`src/rtl/ip_hdr_seq_pkg.sv`:
```
// ip_hdr_seq_pkg
//   Shared constants, sequencer state type and checksum fold helper for the
//   IPv4 header sequencer (ip_hdr_seq) and its checksum pipe (ip_cks_pipe).
//   No ports.
package ip_hdr_seq_pkg;

    localparam logic [15:0] IP_VER_IHL_TOS = 16'h4500;  // version 4, IHL 5, TOS 0
    localparam logic [15:0] IP_FLAG_FRAG   = 16'h4000;  // DF set, fragment offset 0
    localparam int unsigned IP_HDR_WORDS   = 10;
    localparam logic [3:0]  IP_LAST_WORD   = 4'(IP_HDR_WORDS - 1);

    typedef enum logic [1:0] {
        ST_IDLE = 2'd0,
        ST_SUM  = 2'd1,
        ST_FOLD = 2'd2,
        ST_SEND = 2'd3
    } seq_state_t;

    // One's-complement fold of a 32-bit sum down to 16 bits, then invert.
    // The second add re-injects the carry out of the first one; it cannot
    // overflow again because f[15:0] <= 16'hFFFE whenever f[16] is set.
    function automatic logic [15:0] cks_fold(input logic [31:0] s32);
        logic [16:0] f;
        logic [15:0] f2;
        f  = {1'b0, s32[31:16]} + {1'b0, s32[15:0]};
        f2 = f[15:0] + {15'b0, f[16]};
        return ~f2;
    endfunction

endpackage

```
`src/rtl/ip_hdr_seq_cks_pipe.sv`:
```
// ip_cks_pipe
//   Two-stage IPv4 header checksum: stage 1 sums the ten header words into a
//   32-bit accumulator, stage 2 folds and inverts it.
//   Ports:
//     clk, rst    rising-edge clock, synchronous active-high reset
//     i_start     pulse: sample i_len/i_id and start a new checksum
//     i_len       IP total length
//     i_id        identification value
//     o_cks       checksum result (valid while o_cks_vld)
//     o_cks_vld   high from the cycle after the fold until the next i_start
module ip_cks_pipe
    import ip_hdr_seq_pkg::*;
#(
    parameter logic [31:0] SRC_IP = 32'hC0A80002,
    parameter logic [31:0] DST_IP = 32'hC0A80003,
    parameter logic [7:0]  TTL    = 8'h80,
    parameter logic [7:0]  PROTO  = 8'h11
) (
    input  logic        clk,
    input  logic        rst,
    input  logic        i_start,
    input  logic [15:0] i_len,
    input  logic [15:0] i_id,
    output logic [15:0] o_cks,
    output logic        o_cks_vld
);

    logic [31:0] w_s32;
    logic [31:0] r_s32;
    logic        r_sum_vld;
    logic [15:0] r_cks;
    logic        r_cks_vld;

    // Checksum field itself is taken as zero.
    always_comb begin
        w_s32 = {16'b0, IP_VER_IHL_TOS}
              + {16'b0, i_len}
              + {16'b0, i_id}
              + {16'b0, IP_FLAG_FRAG}
              + {16'b0, TTL, PROTO}
              + {16'b0, SRC_IP[31:16]}
              + {16'b0, SRC_IP[15:0]}
              + {16'b0, DST_IP[31:16]}
              + {16'b0, DST_IP[15:0]};
    end

    always_ff @(posedge clk) begin
        if (rst) begin
            r_s32     <= '0;
            r_sum_vld <= 1'b0;
            r_cks     <= '0;
            r_cks_vld <= 1'b0;
        end else begin
            r_sum_vld <= i_start;
            if (i_start) begin
                r_s32 <= w_s32;
            end
            if (r_sum_vld) begin
                r_cks <= cks_fold(r_s32);
            end
            if (i_start) begin
                r_cks_vld <= 1'b0;
            end else if (r_sum_vld) begin
                r_cks_vld <= 1'b1;
            end
        end
    end

    assign o_cks     = r_cks;
    assign o_cks_vld = r_cks_vld;

endmodule

```
`src/rtl/ip_hdr_seq.sv`:
```
// ip_hdr_seq
//   Builds one 20-byte IPv4 header per request and streams it as ten 16-bit
//   big-endian words. Owns the running identification counter.
//   Ports:
//     clk, rst    rising-edge clock, synchronous active-high reset
//     req_valid   requester has a header to build
//     req_ready   idle and able to accept (transfer on req_valid&req_ready)
//     req_len     IP total length, sampled on request transfer
//     hdr_valid   hdr_data valid
//     hdr_ready   consumer accepts word (transfer on hdr_valid&hdr_ready)
//     hdr_data    current header word
//     hdr_last    high with the tenth word
//     hdr_id      identification of the header being or last sent
//     busy        not idle
module ip_hdr_seq
    import ip_hdr_seq_pkg::*;
#(
    parameter logic [31:0] SRC_IP  = 32'hC0A80002,
    parameter logic [31:0] DST_IP  = 32'hC0A80003,
    parameter logic [7:0]  TTL     = 8'h80,
    parameter logic [7:0]  PROTO   = 8'h11,
    parameter logic [15:0] ID_INIT = 16'h0000
) (
    input  logic        clk,
    input  logic        rst,
    input  logic        req_valid,
    output logic        req_ready,
    input  logic [15:0] req_len,
    output logic        hdr_valid,
    input  logic        hdr_ready,
    output logic [15:0] hdr_data,
    output logic        hdr_last,
    output logic [15:0] hdr_id,
    output logic        busy
);

    seq_state_t  r_state;
    seq_state_t  w_next;
    logic [15:0] r_len;
    logic [15:0] r_id;
    logic [15:0] r_hdr_id;
    logic [3:0]  r_w;

    logic        w_accept;
    logic        w_hdr_xfer;
    logic        w_last_xfer;
    logic [15:0] w_word;
    logic [15:0] w_cks;
    logic        w_cks_vld;

    ip_cks_pipe #(
        .SRC_IP (SRC_IP),
        .DST_IP (DST_IP),
        .TTL    (TTL),
        .PROTO  (PROTO)
    ) u_cks (
        .clk       (clk),
        .rst       (rst),
        .i_start   (r_state == ST_SUM),
        .i_len     (r_len),
        .i_id      (r_id),
        .o_cks     (w_cks),
        .o_cks_vld (w_cks_vld)
    );

    always_comb begin
        case (r_w)
            4'd0:    w_word = IP_VER_IHL_TOS;
            4'd1:    w_word = r_len;
            4'd2:    w_word = r_id;
            4'd3:    w_word = IP_FLAG_FRAG;
            4'd4:    w_word = {TTL, PROTO};
            4'd5:    w_word = w_cks;
            4'd6:    w_word = SRC_IP[31:16];
            4'd7:    w_word = SRC_IP[15:0];
            4'd8:    w_word = DST_IP[31:16];
            4'd9:    w_word = DST_IP[15:0];
            default: w_word = '0;
        endcase
    end

    // Next state and outputs. req_ready is masked by rst so nothing is
    // accepted in the reset cycle itself.
    always_comb begin
        w_next      = r_state;
        req_ready   = 1'b0;
        busy        = 1'b1;
        hdr_valid   = 1'b0;
        hdr_data    = '0;
        hdr_last    = 1'b0;
        w_accept    = 1'b0;
        w_hdr_xfer  = 1'b0;
        w_last_xfer = 1'b0;
        case (r_state)
            ST_IDLE: begin
                busy      = 1'b0;
                req_ready = !rst;
                w_accept  = req_valid && !rst;
                if (w_accept) begin
                    w_next = ST_SUM;
                end
            end
            ST_SUM: begin
                w_next = ST_FOLD;
            end
            ST_FOLD: begin
                w_next = ST_SEND;
            end
            ST_SEND: begin
                hdr_valid   = w_cks_vld;
                hdr_data    = w_cks_vld ? w_word : '0;
                hdr_last    = w_cks_vld && (r_w == IP_LAST_WORD);
                w_hdr_xfer  = hdr_valid && hdr_ready;
                w_last_xfer = w_hdr_xfer && (r_w == IP_LAST_WORD);
                if (w_last_xfer) begin
                    w_next = ST_IDLE;
                end
            end
            default: begin
                w_next = ST_IDLE;
            end
        endcase
    end

    always_ff @(posedge clk) begin
        if (rst) begin
            r_state  <= ST_IDLE;
            r_len    <= '0;
            r_id     <= ID_INIT;
            r_hdr_id <= ID_INIT;
            r_w      <= '0;
        end else begin
            r_state <= w_next;
            if (w_accept) begin
                r_len    <= req_len;
                r_hdr_id <= r_id;
                r_w      <= '0;
            end
            if (w_hdr_xfer) begin
                if (w_last_xfer) begin
                    r_w  <= '0;
                    r_id <= r_id + 16'd1;
                end else begin
                    r_w <= r_w + 4'd1;
                end
            end
        end
    end

    assign hdr_id = r_hdr_id;

endmodule

```
`config.mk`:
```
export PLATFORM = sky130hd
export DESIGN_NAME = ip_hdr_seq
export DESIGN_NICKNAME = d
export VERILOG_FILES = /design/src/rtl/ip_hdr_seq_pkg.sv /design/src/rtl/ip_hdr_seq_cks_pipe.sv /design/src/rtl/ip_hdr_seq.sv
export SDC_FILE = /design/constraint.sdc
export NUM_CORES = 1
export LEC_CHECK = 0
export ABC_AREA = 0
export CORE_ASPECT_RATIO = 0.9
export CORE_MARGIN = 4
export CORE_UTILIZATION = 50
export CTS_CLUSTER_SIZE = 10
export DETAILED_ROUTE_END_ITERATION = 7
export PLACE_DENSITY_LB_ADDON = 0.1
export SYNTH_ARGS = -nofsm -noshare
export SYNTH_HDL_FRONTEND = slang
export SYNTH_SLANG_ARGS = --single-unit
```
`constraint.sdc`:
```
create_clock -name clk -period 6.3 [get_ports clk]
set_clock_uncertainty 0.15 [all_clocks]
set_input_delay 1.26 -clock clk [delete_from_list [all_inputs] [get_ports clk]]
set_output_delay 1.26 -clock clk [all_outputs]
set_load 0.02 [all_outputs]
```
==> results of run 1 <==
-- worst max-delay path by stage --
| stage | endpoint | slack, ns | depth (start not counted) |
|---|---|---|---|
| 2_1_floorplan | hdr_data[3] | 3.09 | 6 |
| 3_3_place_gp | req_ready | 2.29 | 3 |
| 6_report | hdr_data[15] | 2.07 | 7 |
| 4_1_cts | hdr_data[15] | 2.08 | 7 |
| 3_5_place_dp | req_ready | 2.26 | 3 |
| 5_1_grt | hdr_data[15] | 1.87 | 7 |
-- power groups by stage --
stage                     Combinational (W)  Sequential (W)  Clock (W)
after CTS                          0.000706        0.000801   0.000563
final                              0.000707        0.000804   0.000552
after global placement             0.000680        0.000807          0
after detailed placement           0.000698        0.000813          0
after global routing               0.000786        0.000815   0.000584
after floorplan                    0.000570        0.000738          0
-- routing by layer --
metal  vias up  part of all wire
li1       2651                 -
met5         -                 0
met2       176              0.45
met3        25             0.065
met1      2534              0.46
met4         0             0.021
-- through the flow --
| stage | total power, W | hold WS [ns] |
|---|---|---|
| floorplan | 0.00131 | 0.276 |
| global placement | 0.00149 | 0.318 |
| detailed placement | 0.00151 | 0.315 |
| CTS | 0.00207 | 0.327 |
| global route | 0.00218 | 0.344 |
| finish | 0.00206 | 0.324 |
-- worst max-delay path, cell delays in order, from the launching register on --
cell             delay, ns
dfxtp_1               0.44
inv_1                 0.10
ha_1                  0.33
nor4_1                0.30
o22ai_1               0.12
nand2_1               0.42
o21ba_2               0.23
clkdlybuf4s50_1       0.53
-- cell type report --
cell class / count / share of cell area
Clock inverter: 5 / 0.00891
Tap cell: 156 / 0.0284
Timing Repair Buffer: 59 / 0.0837
Sequential cell: 91 / 0.265
Multi-Input combinational cell: 563 / 0.558
Clock buffer: 11 / 0.0353
Inverter: 38 / 0.0207
-- synth_stat cells (3+ instances only) --
cell	number
a31oi_1	11
a22oi_1	12
buf_1	3
a221oi_1	3
o21a_1	8
nand2b_1	30
dfxtp_1	91
o311ai_0	3
o31ai_1	9
and4_1	5
buf_2	7
nand2_1	68
and2_1	7
nand4_1	4
xnor2_1	40
a21o_1	10
a211oi_1	16
mux2i_1	15
xor2_1	14
o22ai_1	4
nand3_1	18
nor4_1	3
o21ai_0	44
inv_1	37
or3_1	4
nor3_1	8
clkbuf_1	33
a21oi_1	28
nand3b_1	7
nor2_1	80
ha_1	47
and3_1	11
-- state kept, by name, summed over array words and instances, names as in the netlist --
signal	flops
u_cks.r_s32	19
hdr_id	16
r_id	16
r_len	16
u_cks.o_cks	16
r_w	4
r_state	2
u_cks.o_cks_vld	1
u_cks.r_sum_vld	1
-- cell usage in the layout (no fill, tap or decap), types with 10 or more instances in the layout --
| cell | netlist | routed |
|---|---|---|
| a21o_1 | 10 | 10 |
| a21oi_1 | 28 | 28 |
| nand2_1 | 68 | 68 |
| inv_1 | 37 | 37 |
| and3_1 | 11 | 11 |
| nor2_1 | 80 | 80 |
| xnor2_1 | 40 | 40 |
| mux2i_1 | 15 | 15 |
| xor2_1 | 14 | 14 |
| a31oi_1 | 11 | 11 |
| nand3_1 | 18 | 18 |
| a22oi_1 | 12 | 12 |
| a211oi_1 | 16 | 16 |
| ha_1 | 47 | 47 |
| clkdlybuf4s50_1 | 0 | 54 |
| nand2b_1 | 30 | 30 |
| o21ai_0 | 44 | 44 |
| dfxtp_1 | 91 | 91 |
-- kinds of logic after synthesis --
group / share of synthesized area
AO/OA/AOI/OAI: 0.208
XOR/XNOR: 0.0790
adder cells (fa/ha/maj): 0.105
buffers and inverters: 0.0541
flip-flops: 0.304
multiplexers: 0.0270
AND/OR/NAND/NOR: 0.223
==> impl_results.md, run 1 <==
* Seq/Total Area, Yosys at 0.304
* Worst R2R Start: u_cks.r_s32[16]$_SDFFE_PP0P_
* Hold buffer count at cts at 0
* Critical R2R Capture: u_cks.o_cks[15]$_SDFFE_PP0P_
* Hold Path Sink: hdr_id[11]$_SDFFE_PP0P_
* Hold Path Depth at 2
* Worst-margin pin slew at 0.828 ns
* Post-synth top area share at 0.304
* Fin crit period at 4.23 ns
* Die X at 123 um
* CTS root buf: clkbuf_16
* Cell count after synthesis at 736
* Lkg Pwr at 2.61 nW
* Critical Path Start: r_w[0]$_SDFFE_PP0P_
* Flop pwr share at 0.390
* Crit Path Category: reg2out
* GR Layer Usage met1 at 0.335
* Fin. Hold Viols at 0
* WL final at 16,600 um
* Starting Density at 0.517
* First DRT Iteration DRCs at 453
* Net Sw Power at 0.000770 W
* Die area at 0.0138 mm2
* Met2 usage at 0.376
* Sw Ratio at 0.373
* Unrepaired setup endpoints after global routing: no
* R2R Setup Slk at 2.47 ns
* Final Cycle Share at 0.672
* Largest net degree at the start of global routing at 53
* Min-delay src: hdr_id[11]$_SDFFE_PP0P_
* Vias at 5,386
* Non-filler cells in the finished layout at 923
* Number of buffers added on ports at 55
* Num CTS Buffers at 9
* Post-placement cell area at 0.00658 mm2
* Cell Rows at 37
* Synth cell types at 71
* Final Net Count at 831
* Antenna violations before repair at 0
* Clk slew on worst S/H paths at 0.06 ns
* Status: complete, but fails checks
* Internal at 0.00129 W
* # Max-Cap Violations at 0
* Post-route ant nets at 0
* Worst EP required at 4.89 ns
* Residual DRC at 26
* Async S/R FF share, synth at 0
* Post_cts resized at 0
* Area grow syn2layout at 14.9%
* Wire per inst at 18.0 um
* Most crowded layer after global routing: met2
* First-pass GRT wire length at 26,300 um
* Synth area leader: dfxtp_1
* Gpl congestion at 0.923
* H-tree Lvls at 3
* Critical-path maximum fanout at 16
* CTS tree: built
* Via count of the first global-routing pass at 5,182
* Worst Reg-to-Reg Cells at 13
* Synth Area per Inst at 8.13 um2
* Detail Placement HPWL at 12,600 um
* Clock Latency Late Sink at 0.36 ns
* Footprint of the multi-input gates at 0.00384 mm2
* Setup Total Neg Slack at 0 ns
* Layout cells sized above 1 at 0.0508
* Worst slew margin at 0.448
* Crit path DAT at 2.82 ns
* Failing checks: DRC
* DR vias/cell at 5.84
* Finished Core Util at 0.594
* CORE AREA at 0.0116 mm2
* Register area at 0.00182 mm2
* CP Capture Type: output port
* Peak VDD IR at 0.182 mV
* Hold Crit Class: reg2reg
* Syn nets at 805
* Antenna diodes at 0
* Yosys Warn Count at 0
* Ys flop type: dfxtp_1
* Max Slew Vio Count at 0
* CTS sink cnt at 91
* Clock share of power at 0.268
* TritonRoute pass-1 iters at 8
* Fmax at 0.236 GHz
* Crit start category: flip-flop
* Longest Clk Path Bufs at 2
* PwrDens at 300 mW/mm2
* Fillers at 1,090
* Chip Height at 112 um
* Post-CTS setup buffers at 0
* Fin area at 0.00688 mm2
* IO Count at 56
* Dpl ws at 2.26 ns
* Setup ws final at 2.07 ns
* Total grt overflow at 0
* EDFF count, synth at 0
* Flop and latch count out of synthesis at 91
* Combinational share of power at 0.343
* Mapped cell area at 0.00599 mm2
* Setup violations, final at 0
* Top post-synthesis cells by area: dfxtp_1 30%, ha_1 9.8%, xnor2_1 5.9%, nor2_1 5.0%, nand2_1 4.3%
* Gr usage total at 0.242
* GR Util met3 at 0.0554
* Post-Place Cells at 907
Note: power is estimated with default switching activity, not from simulation.
==> run 2, diff against run 1 <==
==> constraint.sdc (replaced) <==
create_clock -name clk -period 4.1 [get_ports clk]
set_clock_uncertainty 0.15 [all_clocks]
set_input_delay 0.82 -clock clk [delete_from_list [all_inputs] [get_ports clk]]
set_output_delay 0.82 -clock clk [all_outputs]
set_load 0.02 [all_outputs]
==> run 2 against run 1 <==
  * The run now ends clean
  * Register-to-register slack got worse by 2.0 ns
  * Via count decreased by 0.28%
  * Cell area increased by 0.89%
  * Setup slack got worse by 1.8 ns
==> impl_results.md, run 2 (synthesis gave the netlist of run 1 again) <==
* Status: completed
* Hold Crit Class: reg2reg
* Hold buffer count at cts at 0
* Starting Density at 0.517
* Commonest non-fill, non-tap cell in the layout: dfxtp_1
* Setup ws final at 0.315 ns
* Worst-margin pin slew at 0.870 ns
* CTS root buf: clkbuf_16
* Area grow syn2layout at 15.9%
* Gr usage total at 0.251
* Cell Rows at 37
* Total grt overflow at 0
* Largest net degree at the start of global routing at 63
* CP Capture Type: output port
* Max reg flops at 19
* Fin. Hold Viols at 0
* Crit Path Category: reg2out
* Post-CTS setup buffers at 0
* Setup violations, final at 0
* Fin crit period at 3.78 ns
* Number of buffers added on ports at 55
* DR vias/cell at 5.79
* CTS sink cnt at 91
* CORE AREA at 0.0116 mm2
* H-tree Lvls at 3
* Flop pwr share at 0.373
* Chip Height at 112 um
* Max Slew Vio Count at 0
* Clock share of power at 0.279
* # Max-Cap Violations at 0
* TritonRoute pass-1 iters at 7
* CTS tree: built
* Num CTS Buffers at 9
* Post-Place Cells at 912
* Post-placement cell area at 0.00661 mm2
* Vias at 5,371
* Final Net Count at 836
* Combinational share of power at 0.348
* Critical-path maximum fanout at 16
* Longest Clk Path Bufs at 2
* Net Sw Power at 0.00120 W
* Final Cycle Share at 0.923
* Residual DRC at 0
* Post-route ant nets at 0
* Worst EP required at 3.13 ns
* Dpl ws at 0.471 ns
* Clock Latency Late Sink at 0.35 ns
* Most frequent cells in the layout: 91 x dfxtp_1, 80 x nor2_1, 68 x nand2_1
* Fmax at 0.264 GHz
* Setup Total Neg Slack at 0 ns
* Via count of the first global-routing pass at 5,065
* Crit start category: flip-flop
* Crit path DAT at 2.81 ns
* IO Count at 56
* Antenna violations before repair at 0
* WL final at 17,000 um
* PwrDens at 470 mW/mm2
* Die X at 123 um
* Detail Placement HPWL at 13,000 um
* Worst slew margin at 0.420
* First DRT Iteration DRCs at 428
* First-pass GRT wire length at 27,100 um
* Layout cells sized above 1 at 0.0570
* Wire per inst at 18.3 um
* Post_cts resized at 0
* Lkg Pwr at 2.65 nW
* Fin area at 0.00694 mm2
* Sw Ratio at 0.367
* Gpl congestion at 0.890
* Clk slew on worst S/H paths at 0.07 ns
* Unrepaired setup endpoints after global routing: no
* Antenna diodes at 0
* Fillers at 1,076
* Die area at 0.0138 mm2
* Internal at 0.00206 W
* Register name with the most flops: u_cks.r_s32
* Non-filler cells in the finished layout at 928
* Finished Core Util at 0.600
* Peak VDD IR at 0.337 mV
-- run 2: changes by cell type in the layout (fill, tap and decap cells not counted), sizes merged --
cell / before / now
bufinv: 1 / 2
buf: 5 / 10
clkinv: 0 / 1
clkinvlp: 3 / 1
-- run 2: worst max-delay path, stage by stage, from the launching register on --
cell	delay (ns)
dfxtp_1	0.40
inv_1	0.08
ha_1	0.34
nor4_1	0.34
o22ai_1	0.12
nand2_1	0.42
o21ba_2	0.24
clkdlybuf4s50_1	0.53
-- run 2: cell type report --
type	instances	area, um2	area share
Inverter	38	143	0.0206
Multi-Input combinational cell	563	3840	0.553
Clock buffer	11	243	0.0350
Clock inverter	5	85.1	0.0123
Sequential cell	91	1820	0.262
Tap cell	156	195	0.0281
Timing Repair Buffer	64	613	0.0883
-- run 2: routing by layer --
metal | up-vias | share of wire | track usage
met4 | 0 | 0.018 | 0.0539
met5 | - | 0 | 0
met1 | 2536 | 0.49 | 0.362
met2 | 158 | 0.43 | 0.376
met3 | 19 | 0.062 | 0.0660
li1 | 2658 | - | -
-- run 2: worst paths after layout --
| path | start | end | slack, ns | cells past startpoint |
|---|---|---|---|---|
| max | r_w[1]$_SDFFE_PP0P_ | hdr_data[15] | 0.32 | 7 |
| min | hdr_id[9]$_SDFFE_PP0P_ | hdr_id[9]$_SDFFE_PP0P_ | 0.33 | 2 |
| max reg2reg | u_cks.r_s32[0]$_SDFFE_PP0P_ | u_cks.o_cks[15]$_SDFFE_PP0P_ | 0.43 | 13 |
| min reg2reg | hdr_id[9]$_SDFFE_PP0P_ | hdr_id[9]$_SDFFE_PP0P_ | 0.33 | 2 |
-- run 2: metrics by stage --
stage          hold slack, ns  total power (W)
3_3_place_gp            0.315          0.00234
6_report                0.327          0.00326
2_1_floorplan           0.276          0.00201
4_1_cts                 0.334          0.00326
5_1_grt                 0.359          0.00344
3_5_place_dp            0.320          0.00235
-- run 2: power groups by stage --
stage | logic (W) | registers [W] | clock network [W]
3_3_place_gp | 0.00111 | 0.00123 | 0
5_1_grt | 0.00125 | 0.00123 | 0.000960
2_1_floorplan | 0.000876 | 0.00113 | 0
3_5_place_dp | 0.00112 | 0.00123 | 0
4_1_cts | 0.00113 | 0.00121 | 0.000924
6_report | 0.00114 | 0.00122 | 0.000910
